`src/rtl/sap_out_display.sv`:
```
// SAP-1 output port: captures the W-bus into an output register, converts it to
// BCD with a sequential double-dabble and scans three multiplexed 7-segment digits.
module sap_out_display #(
  parameter int unsigned SCAN_DIV = 16
) (
  input  logic        clk,
  input  logic        clr,
  input  logic        lo,
  input  logic [7:0]  wbus,
  output logic [7:0]  out_reg,
  output logic [11:0] bcd,
  output logic        busy,
  output logic        done,
  output logic [6:0]  seg,
  output logic [2:0]  an
);

  typedef enum logic [1:0] {
    IDLE  = 2'd0,
    CONV  = 2'd1,
    LATCH = 2'd2
  } state_t;

  localparam logic [15:0] DIV_LAST = 16'(SCAN_DIV - 1);

  state_t      state_r;
  logic [19:0] shift_r;
  logic [2:0]  step_r;
  logic        pending_r;
  logic [15:0] div_r;
  logic [1:0]  idx_r;
  logic [3:0]  digit_s;
  logic [2:0]  an_s;
  logic        blank_s;
  logic [6:0]  seg_s;

  // One double-dabble step: correct each BCD nibble, then shift the whole register.
  function automatic logic [19:0] dabble_step(input logic [19:0] s);
    logic [19:0] t;
    t = s;
    t[19:16] = (t[19:16] >= 4'd5) ? t[19:16] + 4'd3 : t[19:16];
    t[15:12] = (t[15:12] >= 4'd5) ? t[15:12] + 4'd3 : t[15:12];
    t[11:8]  = (t[11:8]  >= 4'd5) ? t[11:8]  + 4'd3 : t[11:8];
    return {t[18:0], 1'b0};
  endfunction

  function automatic logic [6:0] seg_decode(input logic [3:0] d);
    logic [6:0] p;
    case (d)
      4'd0:    p = 7'h40;
      4'd1:    p = 7'h79;
      4'd2:    p = 7'h24;
      4'd3:    p = 7'h30;
      4'd4:    p = 7'h19;
      4'd5:    p = 7'h12;
      4'd6:    p = 7'h02;
      4'd7:    p = 7'h78;
      4'd8:    p = 7'h00;
      4'd9:    p = 7'h10;
      default: p = 7'h7F;
    endcase
    return p;
  endfunction

  // Output capture and conversion FSM; a LATCH exit may chain straight into CONV.
  always_ff @(posedge clk or negedge clr) begin
    if (!clr) begin
      out_reg   <= 8'd0;
      bcd       <= 12'd0;
      shift_r   <= 20'd0;
      step_r    <= 3'd0;
      state_r   <= IDLE;
      pending_r <= 1'b0;
      busy      <= 1'b0;
      done      <= 1'b0;
    end else begin
      if (lo) begin
        out_reg <= wbus;
      end
      done <= 1'b0;
      case (state_r)
        IDLE: begin
          if (lo) begin
            state_r <= CONV;
            shift_r <= {12'd0, wbus};
            step_r  <= 3'd0;
            busy    <= 1'b1;
          end
        end
        CONV: begin
          shift_r <= dabble_step(shift_r);
          step_r  <= step_r + 3'd1;
          if (lo) begin
            pending_r <= 1'b1;
          end
          if (step_r == 3'd7) begin
            state_r <= LATCH;
          end
        end
        LATCH: begin
          bcd  <= shift_r[19:8];
          done <= 1'b1;
          if (lo) begin
            state_r   <= CONV;
            shift_r   <= {12'd0, wbus};
            step_r    <= 3'd0;
            pending_r <= 1'b0;
          end else if (pending_r) begin
            state_r   <= CONV;
            shift_r   <= {12'd0, out_reg};
            step_r    <= 3'd0;
            pending_r <= 1'b0;
          end else begin
            state_r <= IDLE;
            busy    <= 1'b0;
          end
        end
        default: begin
          state_r   <= IDLE;
          busy      <= 1'b0;
          pending_r <= 1'b0;
        end
      endcase
    end
  end

  // Digit selection with leading-zero blanking of hundreds and tens.
  always_comb begin
    digit_s = bcd[3:0];
    an_s    = 3'b110;
    blank_s = 1'b0;
    case (idx_r)
      2'd0: begin
        digit_s = bcd[3:0];
        an_s    = 3'b110;
        blank_s = 1'b0;
      end
      2'd1: begin
        digit_s = bcd[7:4];
        an_s    = 3'b101;
        blank_s = (bcd[11:4] == 8'd0);
      end
      2'd2: begin
        digit_s = bcd[11:8];
        an_s    = 3'b011;
        blank_s = (bcd[11:8] == 4'd0);
      end
      default: begin
        digit_s = bcd[3:0];
        an_s    = 3'b110;
        blank_s = 1'b0;
      end
    endcase
    if (blank_s) begin
      seg_s = 7'h7F;
    end else begin
      seg_s = seg_decode(digit_s);
    end
  end

  // Free-running scan divider; segment and anode outputs follow the index a cycle later.
  always_ff @(posedge clk or negedge clr) begin
    if (!clr) begin
      div_r <= 16'd0;
      idx_r <= 2'd0;
      an    <= 3'b110;
      seg   <= 7'h40;
    end else begin
      if (div_r == DIV_LAST) begin
        div_r <= 16'd0;
        idx_r <= (idx_r == 2'd2) ? 2'd0 : idx_r + 2'd1;
      end else begin
        div_r <= div_r + 16'd1;
      end
      an  <= an_s;
      seg <= seg_s;
    end
  end

endmodule

```
`config.mk`:
```
export PLATFORM = sky130hd
export DESIGN_NAME = sap_out_display
export DESIGN_NICKNAME = d
export VERILOG_FILES = /design/src/rtl/sap_out_display.sv
export SDC_FILE = /design/constraint.sdc
export NUM_CORES = 1
export LEC_CHECK = 0
export CAP_MARGIN = 15
export CORE_UTILIZATION = 35
export DETAILED_ROUTE_END_ITERATION = 6
export MAX_ROUTING_LAYER = met4
export PLACE_DENSITY = 0.62
export REMOVE_ABC_BUFFERS = 1
export SLEW_MARGIN = 20
export SYNTH_ARGS = -nofsm -noshare
export SYNTH_HDL_FRONTEND = slang
export SYNTH_SLANG_ARGS = --single-unit
```
`constraint.sdc`:
```
create_clock -name clk -period 3.1 [get_ports clk]
set_clock_uncertainty 0.2 [all_clocks]
set_input_delay 0.93 -clock clk [delete_from_list [all_inputs] [get_ports clk]]
set_output_delay 0.93 -clock clk [all_outputs]
set_load 0.02 [all_outputs]
```
==> qor.csv <==
stage,metric,value,unit
timing,tns,0,ns
drt,drtAntennaViolNets,0,
finish,layout-drive-gt1-share,15.7,%
grt,grt_max_degree,47,
logic_synthesis,yosys.cell_count.top_type,dfrtp_1,
placed_design,io_buffers,42,
placed_design,hpwl,4960,um
setup_path,cp_num_cells,6,
setup_path,rr_worst_depth,8,
logic_synthesis,ys_top_cells_by_count,"73 x dfrtp_1, 25 x mux2_2, 23 x o21ai_0",
clock_network,cts_hold_buf,0,
clock_network,cts_root_buf,clkbuf_8,
timing,drv_slew,0,
grt,antenna_found_initial,0,
job,max_cap_violations,0,
floorplanning,die_area,0.0111,sq mm
logic_synthesis,ys_seq_area_share,50.9,%
setup_path,end_kind,flip-flop,
clock_network,cts_buffers,9,
clock_network,tritoncts,built,
drt,dr.pass1.iters,4,
timing,hold_viol,0,
finish,largest-register,shift_r,
setup_path,path_class,primary input to flip-flop,
logic_synthesis,synth_cell_types,42,
clock_network,insertion_delay,0.34,ns
logic_synthesis,netlist_top_cells_area,"dfrtp_1 49%, mux2_2 7.5%, ha_1 7.0%",
drt,drtIter0Drc,109,
floorplanning,start_util,36.1,%
grt,grt.total_usage,15.0,%
setup_path,crit_family,buffers and inverters,
logic_synthesis,yosysTopAreaCell,dfrtp_1,
power,p_leak,2.01,nW
drt,vias_per_cell,4.96,
logic_synthesis,async_reset_ff_share,100,%
timing,worst_slew_pin_slew,0.602,ns
timing,max_freq,385,MHz
power,ir_drop,390,uV
floorplanning,coreArea,0.0104,sq mm
timing,final.period_utilization,83.8,%
placed_design,gp_routability_congestion,0.758,
logic_synthesis,synthCells,333,
setup_path,cp-start-kind,primary input,
setup_path,path_max_fanout,8,
setup_path,critPathRequiredTime,3.13,ns
grt,grt_pass1_wl,12600,um
logic_synthesis,avgSynthCellArea,11.2,sq um
drt,drc,0,
floorplanning,fp.dieW,105,um
logic_synthesis,synth_warnings,0,
timing,rsz0062_at_grt,false,
setup_path,reg2reg_from,idx_r[0],
setup_path,critical_path.slowest_cell,clkdlybuf4s50_1,
drt,wl_per_cell,14.1,um
floorplanning,rows,37,
clock_network,clkTransAtPathRegs,0.07,ns
logic_synthesis,synth_edf_count,0,
setup_path,path_cells,"clkdlybuf4s50_1, buf_4, mux2_2, a22oi_1, a21oi_1, mux2_2",
setup_path,worst_r2r_endpoint,seg[3],
setup_path,max_stage_delay,0.58,ns
setup_path,reg2reg_slack,0.62,ns
floorplanning,ios,43,
finish,syn_to_final_growth,20.1,%
clock_network,cts_sinks,76,
finish,multi_input_area,0.00171,sq mm
setup_path,crit_top_cell,mux2_2,
logic_synthesis,ys.flop_type,dfrtp_1,
timing,period_minus_slack,2.60,ns
drt,totalWireLength,7300,um
drt,vias,2575,
clock_network,postCtsResizedCells,0,
timing,slew_headroom,59.8,%
outcome,status,"complete, no violations",
logic_synthesis,yosys_register_bits,76,
finish,antenna_cells,0,
hold_path,hold_class,flip-flop to flip-flop,
finish,largest_reg_flops,20,
finish,fillers,988,
setup_path,crit_buf_inv,2,
clock_network,h-tree-depth,3,
logic_synthesis,syn_area,0.00375,sq mm
finish,layout.nets,411,
setup_path,endpoint,shift_r[7],
setup_path,arrival,2.63,ns
finish,largestRegisters,"shift_r x20, div_r x16, bcd x12",
timing,setup_viol,0,
timing,hold_slack,0.280,ns
power,cellPowerDensity,673,mW/mm^2
clock_network,post_cts_buffers,0,
finish,ff_latch_area,0.00191,sq mm
grt,first_global_vias,2558,
setup_path,crit_start,lo,
floorplanning,die_h,105,um
clock_network,clock_path_buffers,2,
grt,grt_overflow,0,
logic_synthesis,netlist.area_leader.share,48.8,%
==> stage by stage <==
step | setup slack [ns] | instances | area, sq um | utilization, % | power, mW
finish | 0.501 | 519 | 4500 | 43.4 | 3.03
global placement | 0.190 | 504 | 4310 | 41.6 | 2.29
global route | 0.420 | 519 | 4500 | 43.4 | 3.25
detailed placement | 0.149 | 504 | 4310 | 41.6 | 2.32
CTS | 0.502 | 519 | 4500 | 43.4 | 3.08
floorplan | 0.637 | 321 | 3680 | - | 1.96
==> placed cells by master (no fill, tap or decap), types with 2 or more instances in the layout <==
cell / Yosys / routed
and3_1: 3 / 3
nand2_1: 12 / 12
nor3_2: 2 / 2
a31o_2: 3 / 3
o31a_1: 3 / 3
dfstp_2: 3 / 3
xnor2_1: 11 / 11
nand3_1: 9 / 9
a22oi_1: 11 / 11
mux2_2: 25 / 25
nor2b_1: 2 / 2
xor2_1: 6 / 6
mux2_4: 5 / 5
nor3_1: 7 / 7
clkbuf_8: 0 / 10
nand4_1: 4 / 4
o21ai_0: 23 / 23
a211oi_1: 2 / 2
nor2_1: 20 / 20
dfrtp_1: 73 / 73
a22o_1: 8 / 8
clkbuf_1: 3 / 3
mux2i_1: 3 / 3
inv_1: 17 / 17
buf_4: 3 / 5
and4_1: 2 / 2
nand2b_1: 7 / 7
a21oi_1: 19 / 19
ha_1: 21 / 21
and2_1: 2 / 2
a31oi_1: 2 / 2
nor4_1: 5 / 5
clkdlybuf4s50_1: 0 / 41
a21o_1: 3 / 3
==> power by group <==
group	internal, mW	switching (mW)	total, mW
registers	1.14	0.0882	1.23
logic	0.475	0.592	1.07
clock network	0.390	0.341	0.731
total	2.01	1.02	3.03
==> area by class of cell <==
| cell class | count | area share, % |
|---|---|---|
| flip-flops and latches | 76 | 42.4 |
| repair buffers | 47 | 10.4 |
| multi-input cells | 228 | 37.9 |
| inverters | 17 | 1.42 |
| clock buffers | 13 | 3.31 |
| clock inverters | 2 | 0.779 |
| well taps | 136 | 3.78 |
==> kinds of logic (layout without fill, tap and decap cells) <==
logic type,count (synthesis),after routing,synth area share [%]
xor gates and xnor gates,17,17,3.97
and+or+nand+nor,80,80,11.2
adders and majority gates,21,21,7.01
AOI/OAI and AO/OA,77,77,13.1
DFF,76,76,50.9
buffers and inverters,29,79,3.57
muxes,33,33,10.3
==> per-layer routing <==
layer	GRT usage, %	vias up	wire, um
met5	-	-	0
met4	5.94	0	92
met3	3.96	7	223
met2	23.4	34	3460
met1	18.7	1260	3520
li1	-	1274	-
==> worst min-delay path by stage <==
stage / start / to / slack (ns) / cells past startpoint
2_1_floorplan: div_r[15] / div_r[15] / 0.25 / 1
3_3_place_gp: div_r[15] / div_r[15] / 0.27 / 1
3_5_place_dp: div_r[15] / div_r[15] / 0.27 / 1
4_1_cts: div_r[15] / div_r[15] / 0.28 / 1
5_1_grt: div_r[15] / div_r[15] / 0.30 / 1
6_report: div_r[15] / div_r[15] / 0.28 / 1
==> worst reg2reg max path, cell delays in order, from the launching register on <==
cell     delay (ns)
dfrtp_1        0.39
inv_1          0.08
ha_1           0.49
nor2_1         0.09
a21oi_1        0.37
inv_1          0.13
ha_1           0.33
o21ai_0        0.17
nand4_1        0.11
Note: power is estimated with default switching activity, not from simulation.
